==> src/rtl/chess_mem_arbiter_if.sv <==
// Bundle of renderer, processor and board-RAM signals around the arbiter.
// Latency: none; this file only carries wires.
// Backpressure: the arbiter stalls the CPU by delaying cpu_ack; the VGA side sees vga_stall.
interface chess_mem_arbiter_if;
   // renderer side
   logic        vga_req;
   logic [11:0] vga_addr;
   logic [31:0] vga_data;
   logic        vga_stall;
   // processor side
   logic        cpu_req;
   logic        cpu_we;
   logic [11:0] cpu_addr;
   logic [31:0] cpu_wdata;
   logic        cpu_ack;
   logic [31:0] cpu_rdata;
   // board RAM side
   logic [11:0] mem_addr;
   logic        mem_we;
   logic [31:0] mem_wdata;
   logic [31:0] mem_rdata;

   // arbiter view
   modport slave (
      input  vga_req, vga_addr, cpu_req, cpu_we, cpu_addr, cpu_wdata, mem_rdata,
      output vga_data, vga_stall, cpu_ack, cpu_rdata, mem_addr, mem_we, mem_wdata
   );

   // client and RAM view
   modport master (
      output vga_req, vga_addr, cpu_req, cpu_we, cpu_addr, cpu_wdata, mem_rdata,
      input  vga_data, vga_stall, cpu_ack, cpu_rdata, mem_addr, mem_we, mem_wdata
   );
endinterface

==> src/rtl/chess_mem_arbiter.sv <==
// Shares the single-port board RAM between the VGA renderer (priority) and the game CPU.
// Latency: VGA 1 cycle like raw RAM; CPU ack 2 cycles in blanking, at most STARVE_LIMIT+2 in active video.
// Backpressure: CPU waits for cpu_ack; one stolen renderer slot per access, flagged by vga_stall.
module chess_mem_arbiter #(
   parameter int STARVE_LIMIT = 16   // usable range 1..255 (8-bit wait counter)
) (
   input logic              iCLK,
   input logic              iRST,
   chess_mem_arbiter_if.slave bus
);

   typedef enum logic [1:0] {IDLE, WAIT, ACC, RESP} state_t;

   localparam logic [7:0] LIMIT_M1 = 8'(STARVE_LIMIT - 1);

   state_t      state_q;
   state_t      state_d;
   logic [7:0]  starve_cnt;
   logic [7:0]  starve_cnt_d;
   logic        owner_q;      // 1 = CPU owned the port last cycle
   logic        vga_req_q;
   logic [31:0] hold_q;       // last word shown to the renderer
   logic        cpu_own;
   logic [31:0] vga_data_w;

   // state register plus the per-cycle history used to mask a stolen slot
   always_ff @(posedge iCLK) begin
      if (iRST) begin
         state_q    <= IDLE;
         starve_cnt <= 8'd0;
         owner_q    <= 1'b0;
         vga_req_q  <= 1'b0;
         hold_q     <= 32'd0;
      end else begin
         state_q    <= state_d;
         starve_cnt <= starve_cnt_d;
         owner_q    <= cpu_own;
         vga_req_q  <= bus.vga_req;
         hold_q     <= vga_data_w;
      end
   end

   // next state: blanking goes straight to ACC, active video waits out the starve counter
   always_comb begin
      state_d      = state_q;
      starve_cnt_d = starve_cnt;
      case (state_q)
         IDLE: begin
            if (bus.cpu_req) begin
               if (bus.vga_req) begin
                  state_d      = WAIT;
                  starve_cnt_d = 8'd0;
               end else begin
                  state_d = ACC;
               end
            end
         end
         WAIT: begin
            // a vga_req drop coinciding with the limit is one transition, not two
            if (!bus.vga_req || starve_cnt == LIMIT_M1) begin
               state_d = ACC;
            end else begin
               starve_cnt_d = starve_cnt + 8'd1;
            end
         end
         ACC:     state_d = RESP;
         RESP:    state_d = IDLE;
         default: state_d = IDLE;
      endcase
   end

   // outputs: CPU owns the RAM only in ACC, and reset kills both the write strobe and the ack
   always_comb begin
      cpu_own       = (state_q == ACC) && !iRST;
      bus.mem_addr  = cpu_own ? bus.cpu_addr : bus.vga_addr;
      bus.mem_we    = cpu_own & bus.cpu_we;
      bus.mem_wdata = bus.cpu_wdata;
      bus.cpu_ack   = (state_q == RESP) && !iRST;
      bus.cpu_rdata = bus.cpu_ack ? bus.mem_rdata : 32'd0;
      // RAM output after a CPU cycle belongs to the CPU, so replay the previous word
      vga_data_w    = owner_q ? hold_q : bus.mem_rdata;
      bus.vga_data  = vga_data_w;
      bus.vga_stall = owner_q & vga_req_q;
   end

endmodule

==> src/flat_wrapper.sv <==
// flat-port wrapper written by rule: the top's interface ports become plain ports
module chess_mem_arbiter_flat 
#(
   parameter int STARVE_LIMIT = 16                                              
)
  (iCLK, iRST, bus_vga_req, bus_vga_addr, bus_cpu_req, bus_cpu_we, bus_cpu_addr, bus_cpu_wdata, bus_mem_rdata, bus_vga_data, bus_vga_stall, bus_cpu_ack, bus_cpu_rdata, bus_mem_addr, bus_mem_we, bus_mem_wdata);
  chess_mem_arbiter_if bus_i ();
  input logic iCLK;
  input logic iRST;
  input wire logic [$bits(bus_i.vga_req)-1:0] bus_vga_req;
  input wire logic [$bits(bus_i.vga_addr)-1:0] bus_vga_addr;
  input wire logic [$bits(bus_i.cpu_req)-1:0] bus_cpu_req;
  input wire logic [$bits(bus_i.cpu_we)-1:0] bus_cpu_we;
  input wire logic [$bits(bus_i.cpu_addr)-1:0] bus_cpu_addr;
  input wire logic [$bits(bus_i.cpu_wdata)-1:0] bus_cpu_wdata;
  input wire logic [$bits(bus_i.mem_rdata)-1:0] bus_mem_rdata;
  output wire logic [$bits(bus_i.vga_data)-1:0] bus_vga_data;
  output wire logic [$bits(bus_i.vga_stall)-1:0] bus_vga_stall;
  output wire logic [$bits(bus_i.cpu_ack)-1:0] bus_cpu_ack;
  output wire logic [$bits(bus_i.cpu_rdata)-1:0] bus_cpu_rdata;
  output wire logic [$bits(bus_i.mem_addr)-1:0] bus_mem_addr;
  output wire logic [$bits(bus_i.mem_we)-1:0] bus_mem_we;
  output wire logic [$bits(bus_i.mem_wdata)-1:0] bus_mem_wdata;
  assign bus_i.vga_req = bus_vga_req;
  assign bus_i.vga_addr = bus_vga_addr;
  assign bus_i.cpu_req = bus_cpu_req;
  assign bus_i.cpu_we = bus_cpu_we;
  assign bus_i.cpu_addr = bus_cpu_addr;
  assign bus_i.cpu_wdata = bus_cpu_wdata;
  assign bus_i.mem_rdata = bus_mem_rdata;
  assign bus_vga_data = bus_i.vga_data;
  assign bus_vga_stall = bus_i.vga_stall;
  assign bus_cpu_ack = bus_i.cpu_ack;
  assign bus_cpu_rdata = bus_i.cpu_rdata;
  assign bus_mem_addr = bus_i.mem_addr;
  assign bus_mem_we = bus_i.mem_we;
  assign bus_mem_wdata = bus_i.mem_wdata;
  chess_mem_arbiter #(.STARVE_LIMIT(STARVE_LIMIT)) u_core (.iCLK(iCLK), .iRST(iRST), .bus(bus_i));
endmodule
==> config.mk <==
export PLATFORM = sky130hd
export DESIGN_NAME = chess_mem_arbiter_flat
export DESIGN_NICKNAME = d
export VERILOG_FILES = /design/src/rtl/chess_mem_arbiter_if.sv /design/src/rtl/chess_mem_arbiter.sv /design/src/flat_wrapper.sv
export SDC_FILE = /design/constraint.sdc
export NUM_CORES = 1
export LEC_CHECK = 0
export BUFFER_PORTS_ARGS = -buffer_cell sky130_fd_sc_hd__buf_2
export CAP_MARGIN = 20
export CORE_ASPECT_RATIO = 1.1
export CORE_UTILIZATION = 39
export CTS_CLUSTER_SIZE = 12
export DETAILED_ROUTE_END_ITERATION = 12
export PLACE_DENSITY = 0.8
export SYNTH_ARGS = -nofsm -noshare
export SYNTH_HDL_FRONTEND = slang
export SYNTH_SLANG_ARGS = --single-unit
export TNS_END_PERCENT = 100
==> constraint.sdc <==
create_clock -name iCLK -period 2.1 [get_ports iCLK]
set_input_delay 0.105 -clock iCLK [delete_from_list [all_inputs] [get_ports iCLK]]
set_output_delay 0.105 -clock iCLK [all_outputs]
set_load 0.02 [all_outputs]
# Word level (Yosys, flattened, before mapping)
# Index checks and enable logic that the tools add are counted.
dict set report word_totals {
  output_inout_bits 111
  elab_cells 36
  in_bits 93
  register_bits 44
}
dict set report classes {
  mux 11
  add_sub_neg 1
  n_reduce_logical 9
  n_eq_ne 8
  bitwise 2
}
# operator count
set ops {}
lappend ops {{two-way mux 32 bit} 2}
lappend ops {{two-way mux 8 bit} 3}
lappend ops {{case mux 8 bit (2 select lines)} 1}
lappend ops {{two-way mux 12 bit} 1}
lappend ops {{adder 8 x 1 -> 8 bit, second input constant} 1}
lappend ops {{equality test 8 x 4 -> 1 bit, second input constant} 1}
lappend ops {{case mux 2 bit (4 select lines)} 1}
lappend ops {{two-way mux 2 bit} 3}
lappend ops {{!= test 2 bit, second input constant} 3}
lappend ops {{equality test 2 bit, second input constant} 2}
lappend ops {{AND reduction 4 bit} 1}
lappend ops {{AND 1 bit} 2}
lappend ops {{equality test 2 x 1 -> 1 bit, second input constant} 1}
lappend ops {{logical AND 1 bit} 2}
lappend ops {{logical NOT 1 bit} 2}
lappend ops {{logical NOT 2 bit} 1}
lappend ops {{!= test 2 x 1 -> 1 bit, second input constant} 1}
lappend ops {{AND reduction 2 bit} 1}
lappend ops {{nonzero test 2 bit} 1}
lappend ops {{logical OR 1 bit} 1}

# Logic depth before layout (Yosys ltp)
# Gate-level depths: netlist of run 1.
dict set report depth {
  word_depth 4
  mapped_depth 7
  ltp_nobuf 6
}

# Worst setup path before layout of run 1
# Ideal clock, no wire load.
dict set report synth_path {
  path_type {register to register}
  start {reg u_core.state_q[0]}
  end {reg u_core.starve_cnt[3]}
  period_less_slack_ps 1652
  path_stages_with_launch 7
  setup_time_ps 91
  arrival_time_ps 1561
  path_buffers 0
  setup_slack_ps 448
  t_required_ps 2009
  cell_sequence {dfxtp_1 inv_1 ha_1 nor2b_1 a211oi_2 a41oi_1 a311oi_1}
}
dict set report synth_via {
  elab_chain_cells 3
  word_cells_on_any_way 8
  cone_classes {eq/ne: 4; mux: 1; reduce/logical: 3}
}
# element line_no
set synth_rtl {}
lappend synth_rtl {{start, declared} chess_mem_arbiter.sv:16} ;# state_t state_q;
lappend synth_rtl {{start signal, assigned} chess_mem_arbiter.sv:35} ;# state_q <= state_d;
lappend synth_rtl {{equality test 2 x 1 -> 1 bit / logical NOT 2 bit (equally long branches)} chess_mem_arbiter.sv:47} ;# case (state_q)
lappend synth_rtl {{!= test 2 bit (no line) / nonzero test 2 bit (equally long branches)} --}
lappend synth_rtl {{AND reduction 4 bit (no line)} --}
lappend synth_rtl {{end signal, assigned} chess_mem_arbiter.sv:36} ;# starve_cnt <= starve_cnt_d;
lappend synth_rtl {{end, declared} chess_mem_arbiter.sv:18} ;# logic [7:0] starve_cnt;
# Several ways; a longest one is shown, not always the timed one.
# A chain may end at the register's enable or synchronous reset.

# Worst setup path in the final report of run 1
dict set report layout_path {
  start {reg u_core.state_q[0]}
  end {out bus_mem_addr[9]}
}
dict set report layout_via {
  elab_chain_cells 3
}
# element line_no
set layout_rtl {}
lappend layout_rtl {{equality test 2 bit} chess_mem_arbiter.sv:74} ;# cpu_own = (state_q == ACC) && !iRST;
lappend layout_rtl {{logical AND 1 bit} chess_mem_arbiter.sv:74}
lappend layout_rtl {{two-way mux 12 bit} chess_mem_arbiter.sv:75} ;# bus.mem_addr = cpu_own ? bus.cpu_addr : bus.vga_addr;
lappend layout_rtl {{end, declared} flat_wrapper.sv:21} ;# output wire logic [$bits(bus_i.mem_addr)-1:0] bus_mem_addr;
# Every way passes these cells.

==> results.sh, run 1 <==
export IMPL_minimum_clock_period_ps=1883
export IMPL_n_antenna_cell=0
export IMPL_route_antenna_remaining_nets=0
export IMPL_multi_input_combinational_cell_area_sq_um=1340
export IMPL_slowest_cell_on_the_critical_path="dfxtp_1"
export IMPL_worstMarginPinSlew_ps=812.3
export IMPL_power_density_nw_per_um2=673.8
export IMPL_initial_antenna_violation_count=0
export IMPL_areaGrowthSynthToFinish_pct=24.02
export IMPL_report_final_slew_viol_count=0
export IMPL_total_power_w=0.002115
export IMPL_yosysWarningCount=0
export IMPL_critical_path_cell_chain="inv_1 -> ha_1 -> nor2b_1 -> buf_4 -> mux2_1 -> buf_2"
export IMPL_critPathKind="flop to primary output"
export IMPL_synth_lib_cells_used_distinct=31
export IMPL_postSynth_asyncResetShare_pct=0
export IMPL_vias_per_cell=4.931
export IMPL_critical_path_rt_ps=2000
export IMPL_timing_hold_violations_final=0
export IMPL_most_used_standard_cells_in_the_synthesized_netlist="66 x and2_1, 44 x dfxtp_1, 43 x mux2_2"
export IMPL_seqPwrFrac_pct=43.4
export IMPL_core_area_sq_um=6231
export IMPL_outcome="finished clean"
export IMPL_drt_initial_drc_count=36
export IMPL_cts_tree="built"
export IMPL_worstSkewPairLatency_ps=290
export IMPL_start_util_pct=40.62
export IMPL_dominantRegCellSynth="dfxtp_1"
export IMPL_cts_resized=0
export IMPL_yosysTopAreaCell="dfxtp_1"
export IMPL_timing_reg2reg_worst_path_depth=6
export IMPL_power_switching_w=0.0006822
export IMPL_global_route_usage_total_pct=17.30
export IMPL_place_detailed_hpwl_microns=4783
export IMPL_gr_total_overflow=0
export IMPL_gp_congestion=0.9019
export IMPL_timing_critical_path_slowest_cell_delay_ps=380
export IMPL_setup_violations_final=0
export IMPL_maxCapViolations=0
export IMPL_clock_tree_htree_level_count=2
export IMPL_timing_fmax_ghz=0.5312
export IMPL_first_global_vias=1959
export IMPL_synthesis_instances=264
export IMPL_final_setup_skew_ps=7.479
export IMPL_synthesis_area_sq_um=2531
export IMPL_die_area_sq_um=6817
export IMPL_grt_first_pass_wirelength_microns=9052
export IMPL_placement_io_buffers=139
export IMPL_drc=0
export IMPL_synth_ff_latch_count=44
export IMPL_share_of_power_burned_in_the_clock_network_pct=23.4
export IMPL_post_cts_setup_buffer_count=0
export IMPL_worstPathMaxFanout=14
export IMPL_syn_num_nets=362
export IMPL_setup_worst_path_end_class="primary output"
export IMPL_totalWireLength_microns=6075
export IMPL_rsz0062_at_grt="no"
export IMPL_synth_edf_count=0
export IMPL_area_share_of_the_leading_cell_type_in_the_synthesized_netlist_pct=34.80
export IMPL_drive_gt1_share_pct=53.80
export IMPL_cellInternalPower_w=0.001433
export IMPL_die_h_microns=86.50
export IMPL_synth_sequential_area_ratio_pct=34.80
export IMPL_path_buf_inv=3
export IMPL_clockBufferDepth=2
export IMPL_floorplan_die_width_microns=78.81
export IMPL_numCtsBuffers=5
export IMPL_detail_route_first_pass_iterations=4
export IMPL_min_period_over_period_pct=89.65
export IMPL_maximum_number_of_pins_on_one_net_before_global_route_repair=37
export IMPL_row_count=30
export IMPL_nNetsFinal=466
export IMPL_critical_path_top_delay_family="buffers and inverters"
export IMPL_cts_root_buffer="clkbuf_8"
export IMPL_p_leak_nw=1.527
export IMPL_post_synth_main_area_contributors="dfxtp_1 35%, mux2_2 19%, and2_1 16%"
export IMPL_average_detailed_routed_wire_length_per_instance_microns=13.56
export IMPL_min_delay_path_depth=3
export IMPL_cts_hold_bufs=0
export IMPL_number_of_cells_on_the_critical_path=6
export IMPL_hold_class="input pin to flop"
export IMPL_synthMostInstantiatedCell="and2_1"
export IMPL_design_portCount=204
export IMPL_worst_ir_drop_vdd_mv=0.2496
export IMPL_clock_sinks=44
export IMPL_total_neg_setup_slack_ps=0
export IMPL_critPathArrivalTime_ps=1780
export IMPL_slew_limit_headroom_pct=45.78
export IMPL_syn_area_per_cell_sq_um=9.588
export IMPL_critPathLaunchType="flop"
export IMPL_detailroute_via_count=2209
export IMPL_regArea_sq_um=880.8
export IMPL_fill_cells=609
export IMPL_power_switching_fraction_pct=32.25
export IMPL_combPwrFrac_pct=33.2
export IMPL_worst_setup_hold_path_clk_slew_ps=80
[cell type report]
type                            count  area share, %
Multi-Input combinational cell    170          42.69
Sequential cell                    44          28.06
Clock inverter                      1         0.1594
Timing Repair Buffer              143          23.12
Clock buffer                        6          2.312
Tap cell                           80          3.189
Inverter                            4         0.4783
[registers in the layout (all words and copies together) (netlist names)]
| name | flops |
|---|---|
| u_core.owner_q | 1 |
| u_core.vga_req_q | 1 |
| u_core.hold_q | 32 |
| u_core.starve_cnt | 8 |
| u_core.state_q | 2 |
[metrics by stage]
step	instance area, sq um	instances	hold WS [ps]	util, %	worst slack (ps)
2_1_floorplan	2531	264	241.0	-	448.0
3_3_place_gp	3062	441	210.1	49.14	438.9
3_5_place_dp	3062	441	210.1	49.14	351.7
4_1_cts	3139	448	147.8	50.38	196.0
5_1_grt	3139	448	163.7	50.38	117.7
6_report	3139	448	146.8	50.38	217.4
[worst register-to-register path: cells and delay by family (launching register included)]
family,cells,cell delay [ps]
buffers and inverters,1,100
AO/OA/AOI/OAI,2,660
adder cells (fa/ha/maj),1,370
AND/OR/NAND/NOR,2,240
flip-flops,1,330
[power groups by stage]
stage / sequential, W / clock (W) / combinational (W)
6_report: 0.000917 / 0.000496 / 0.000702
5_1_grt: 0.000923 / 0.000551 / 0.000766
4_1_cts: 0.000917 / 0.000515 / 0.000710
3_5_place_dp: 0.000937 / 0 / 0.000708
3_3_place_gp: 0.000932 / 0 / 0.000695
2_1_floorplan: 0.000930 / 0 / 0.000584
[cell families (layout without fill, tap and decap cells)]
kind of cell,count (synthesis),after routing,synth area share [%]
AOI/OAI and AO/OA,21,21,6.228
adders and majority gates,5,5,2.472
buffers and inverters,50,154,12.36
DFF,44,44,34.80
muxes,46,46,20.37
and+or+nand+nor,98,98,23.78
[layout by cell type (no fill, tap or decap)]
| master | Yosys | routed |
|---|---|---|
| nor3_1 | 1 | 1 |
| o21ai_0 | 5 | 5 |
| buf_2 | 4 | 139 |
| nor2_1 | 5 | 5 |
| a41oi_1 | 1 | 1 |
| clkbuf_8 | 0 | 5 |
| mux2_1 | 1 | 1 |
| nor4_4 | 1 | 1 |
| a311oi_1 | 2 | 2 |
| nand2_1 | 5 | 5 |
| nand4_1 | 2 | 2 |
| nor2b_1 | 3 | 2 |
| nor2b_2 | 0 | 1 |
| or4_1 | 2 | 2 |
| ha_1 | 5 | 5 |
| a21oi_1 | 3 | 3 |
| clkbuf_1 | 10 | 1 |
| and2_1 | 66 | 66 |
| mux2_2 | 43 | 43 |
| mux2i_1 | 2 | 2 |
| a31oi_1 | 1 | 1 |
| inv_1 | 4 | 4 |
| o31ai_1 | 2 | 2 |
| nor4_1 | 3 | 3 |
| nand3_1 | 6 | 6 |
| buf_4 | 32 | 4 |
| and3_4 | 1 | 1 |
| a21oi_2 | 1 | 1 |
| dfxtp_1 | 44 | 44 |
| a31o_2 | 1 | 1 |
| a32o_1 | 4 | 4 |
| clkinv_2 | 0 | 1 |
| a211oi_2 | 1 | 1 |
| nand2b_1 | 3 | 3 |
[metal layers]
layer | vias up | routed length (microns) | global-route usage [%]
met5 | - | 0 | 0
met4 | 0 | 152 | 8.099
met3 | 16 | 529 | 2.842
met2 | 133 | 2996 | 32.41
met1 | 995 | 2396 | 18.86
li1 | 1065 | - | -
[path summary, 6_finish.rpt]
path | start | slack (ps) | endpoint
hold / removal | bus_vga_req | 150 | u_core.vga_req_q
setup / recovery | u_core.state_q[0] | 220 | bus_mem_addr[9]
setup reg to reg | u_core.state_q[1] | 300 | u_core.starve_cnt[5]
hold reg to reg | u_core.starve_cnt[0] | 520 | u_core.starve_cnt[0]
(Power assumes the default switching activity.)
==> run 2: changes to the inputs <==
--- a/config.mk
+++ b/config.mk
@@ -11,7 +11,7 @@
 export CORE_UTILIZATION = 39
 export CTS_CLUSTER_SIZE = 12
 export DETAILED_ROUTE_END_ITERATION = 12
-export PLACE_DENSITY = 0.8
+export PLACE_DENSITY_LB_ADDON = 0.2
 export SYNTH_ARGS = -nofsm -noshare
 export SYNTH_HDL_FRONTEND = slang
 export SYNTH_SLANG_ARGS = --single-unit
==> run 2 against run 1 <==
Clock-buffer cell count unchanged. Global-route usage is essentially flat. Wire length is 3.1% lower. Cell area unchanged. Register-to-register slack better by 40 ps. Cell count unchanged. Non-clock buffer count unchanged. First-iteration DRC count increased by 72%. Largest power group unchanged.
==> results.sh, run 2 (synthesis gave the netlist of run 1 again) <==
export IMPL_worst_ir_drop_vdd_mv=0.2955
export IMPL_hold_class="input pin to flop"
export IMPL_minimum_clock_period_ps=1875
export IMPL_clock_tree_htree_level_count=2
export IMPL_detail_route_first_pass_iterations=4
export IMPL_critPathLaunchType="flop"
export IMPL_setup_worst_path_end_class="primary output"
export IMPL_drt_initial_drc_count=62
export IMPL_p_leak_nw=1.527
export IMPL_critPathKind="flop to primary output"
export IMPL_timing_critical_path_slowest_cell_delay_ps=360
export IMPL_worstPathMaxFanout=14
export IMPL_min_period_over_period_pct=89.27
export IMPL_n_antenna_cell=0
export IMPL_timing_hold_violations_final=0
export IMPL_registers_top_by_ff_count="u_core.hold_q"
export IMPL_critical_path_cell_chain="inv_1 -> ha_1 -> nor2b_1 -> buf_4 -> mux2_1 -> buf_2"
export IMPL_maximum_number_of_pins_on_one_net_before_global_route_repair=37
export IMPL_setup_violations_final=0
export IMPL_floorplan_die_width_microns=78.81
export IMPL_regArea_sq_um=880.8
export IMPL_design_portCount=204
export IMPL_die_area_sq_um=6817
export IMPL_place_detailed_hpwl_microns=4509
export IMPL_report_final_slew_viol_count=0
export IMPL_critPathArrivalTime_ps=1770
export IMPL_worst_setup_hold_path_clk_slew_ps=80
export IMPL_core_area_sq_um=6231
export IMPL_drc=0
export IMPL_post_cts_setup_buffer_count=0
export IMPL_slew_limit_headroom_pct=44.74
export IMPL_average_detailed_routed_wire_length_per_instance_microns=13.14
export IMPL_clock_sinks=44
export IMPL_largest_register_ffs=32
export IMPL_cts_tree="built"
export IMPL_start_util_pct=40.62
export IMPL_global_route_usage_total_pct=17.31
export IMPL_cts_root_buffer="clkbuf_8"
export IMPL_grt_first_pass_wirelength_microns=8942
export IMPL_vias_per_cell=4.768
export IMPL_worstMarginPinSlew_ps=828.1
export IMPL_drive_gt1_share_pct=53.80
export IMPL_gr_total_overflow=0
export IMPL_biggestRegsByFlops="u_core.hold_q (32), u_core.starve_cnt (8), u_core.state_q (2)"
export IMPL_layout_commonest_cell="buf_2"
export IMPL_areaGrowthSynthToFinish_pct=24.02
export IMPL_nNetsFinal=466
export IMPL_outcome="finished clean"
export IMPL_row_count=30
export IMPL_timing_fmax_ghz=0.5334
export IMPL_die_h_microns=86.50
export IMPL_cts_hold_bufs=0
export IMPL_clockBufferDepth=2
export IMPL_power_density_nw_per_um2=675.0
export IMPL_initial_antenna_violation_count=0
export IMPL_rsz0062_at_grt="no"
export IMPL_mostFrequentLayoutCells="139 x buf_2, 66 x and2_1, 44 x dfxtp_1"
export IMPL_placement_io_buffers=139
export IMPL_slowest_cell_on_the_critical_path="dfxtp_1"
export IMPL_layout_cells_non_filler=448
export IMPL_maxCapViolations=0
export IMPL_worstSkewPairLatency_ps=290
export IMPL_cts_resized=0
export IMPL_fill_cells=616
export IMPL_totalWireLength_microns=5888
export IMPL_first_global_vias=1847
export IMPL_final_setup_skew_ps=4.593
export IMPL_placedCellCount=441
export IMPL_numCtsBuffers=5
export IMPL_critical_path_rt_ps=2000
export IMPL_route_antenna_remaining_nets=0
export IMPL_total_neg_setup_slack_ps=0
export IMPL_gp_congestion=0.8339
export IMPL_multi_input_combinational_cell_area_sq_um=1340
export IMPL_detailroute_via_count=2136
==> run 2: cell counts in the layout (fill, tap and decap cells not counted) <==
Identical to the previous run, type by type.
==> run 2: worst paths after layout <==
kind                            cells past startpoint              endpoint                 start  slack (ps)
worst max-delay path                                6       bus_mem_addr[9]     u_core.state_q[0]         230
worst min-delay path                                3      u_core.vga_req_q           bus_vga_req         120
worst max register to register                      6  u_core.starve_cnt[5]     u_core.state_q[1]         340
worst min register to register                      2  u_core.starve_cnt[1]  u_core.starve_cnt[1]         530
==> run 2: worst max-delay path: cells and delay by family (launching register included) <==
| family | cells | cell delay (ps) |
|---|---|---|
| buffers and inverters | 3 | 440 |
| DFF | 1 | 360 |
| muxes | 1 | 330 |
| adders and majority gates | 1 | 200 |
| and+or+nand+nor | 1 | 130 |
==> run 2: area by class of cell <==
type                            count  area share, %
Sequential cell                    44          28.06
Timing Repair Buffer              143          23.12
Inverter                            4         0.4783
Clock buffer                        6          2.312
Multi-Input combinational cell    170          42.69
Tap cell                           80          3.189
Clock inverter                      1         0.1594
==> run 2: report_power, final <==
part           total (W)  switching, W  internal, W
clock network   0.000502      0.000276     0.000226
logic           0.000701      0.000392     0.000309
registers       0.000916     0.0000191     0.000897
total            0.00212      0.000687      0.00143
==> run 2: metal layers <==
metal / up-vias / wire length (microns) / GRT usage [%]
met3: 15 / 521 / 3.789
met1: 938 / 2413 / 19.56
li1: 1068 / - / -
met4: 0 / 108 / 7.769
met2: 115 / 2846 / 31.07
met5: - / 0 / 0
==> run 2: through the flow <==
stage | setup WS (ps) | util [%] | cell area [sq um] | hold WS, ps | power [W]
6_report | 225.2 | 50.38 | 3139 | 118.2 | 0.002119
4_1_cts | 208.7 | 50.38 | 3139 | 111.9 | 0.002156
5_1_grt | 90.77 | 50.38 | 3139 | 117.3 | 0.002252
3_5_place_dp | 371.7 | 49.14 | 3062 | 210.1 | 0.001643
3_3_place_gp | 412.9 | 49.14 | 3062 | 210.1 | 0.001639
2_1_floorplan | 448.0 | - | 2531 | 241.0 | 0.001514
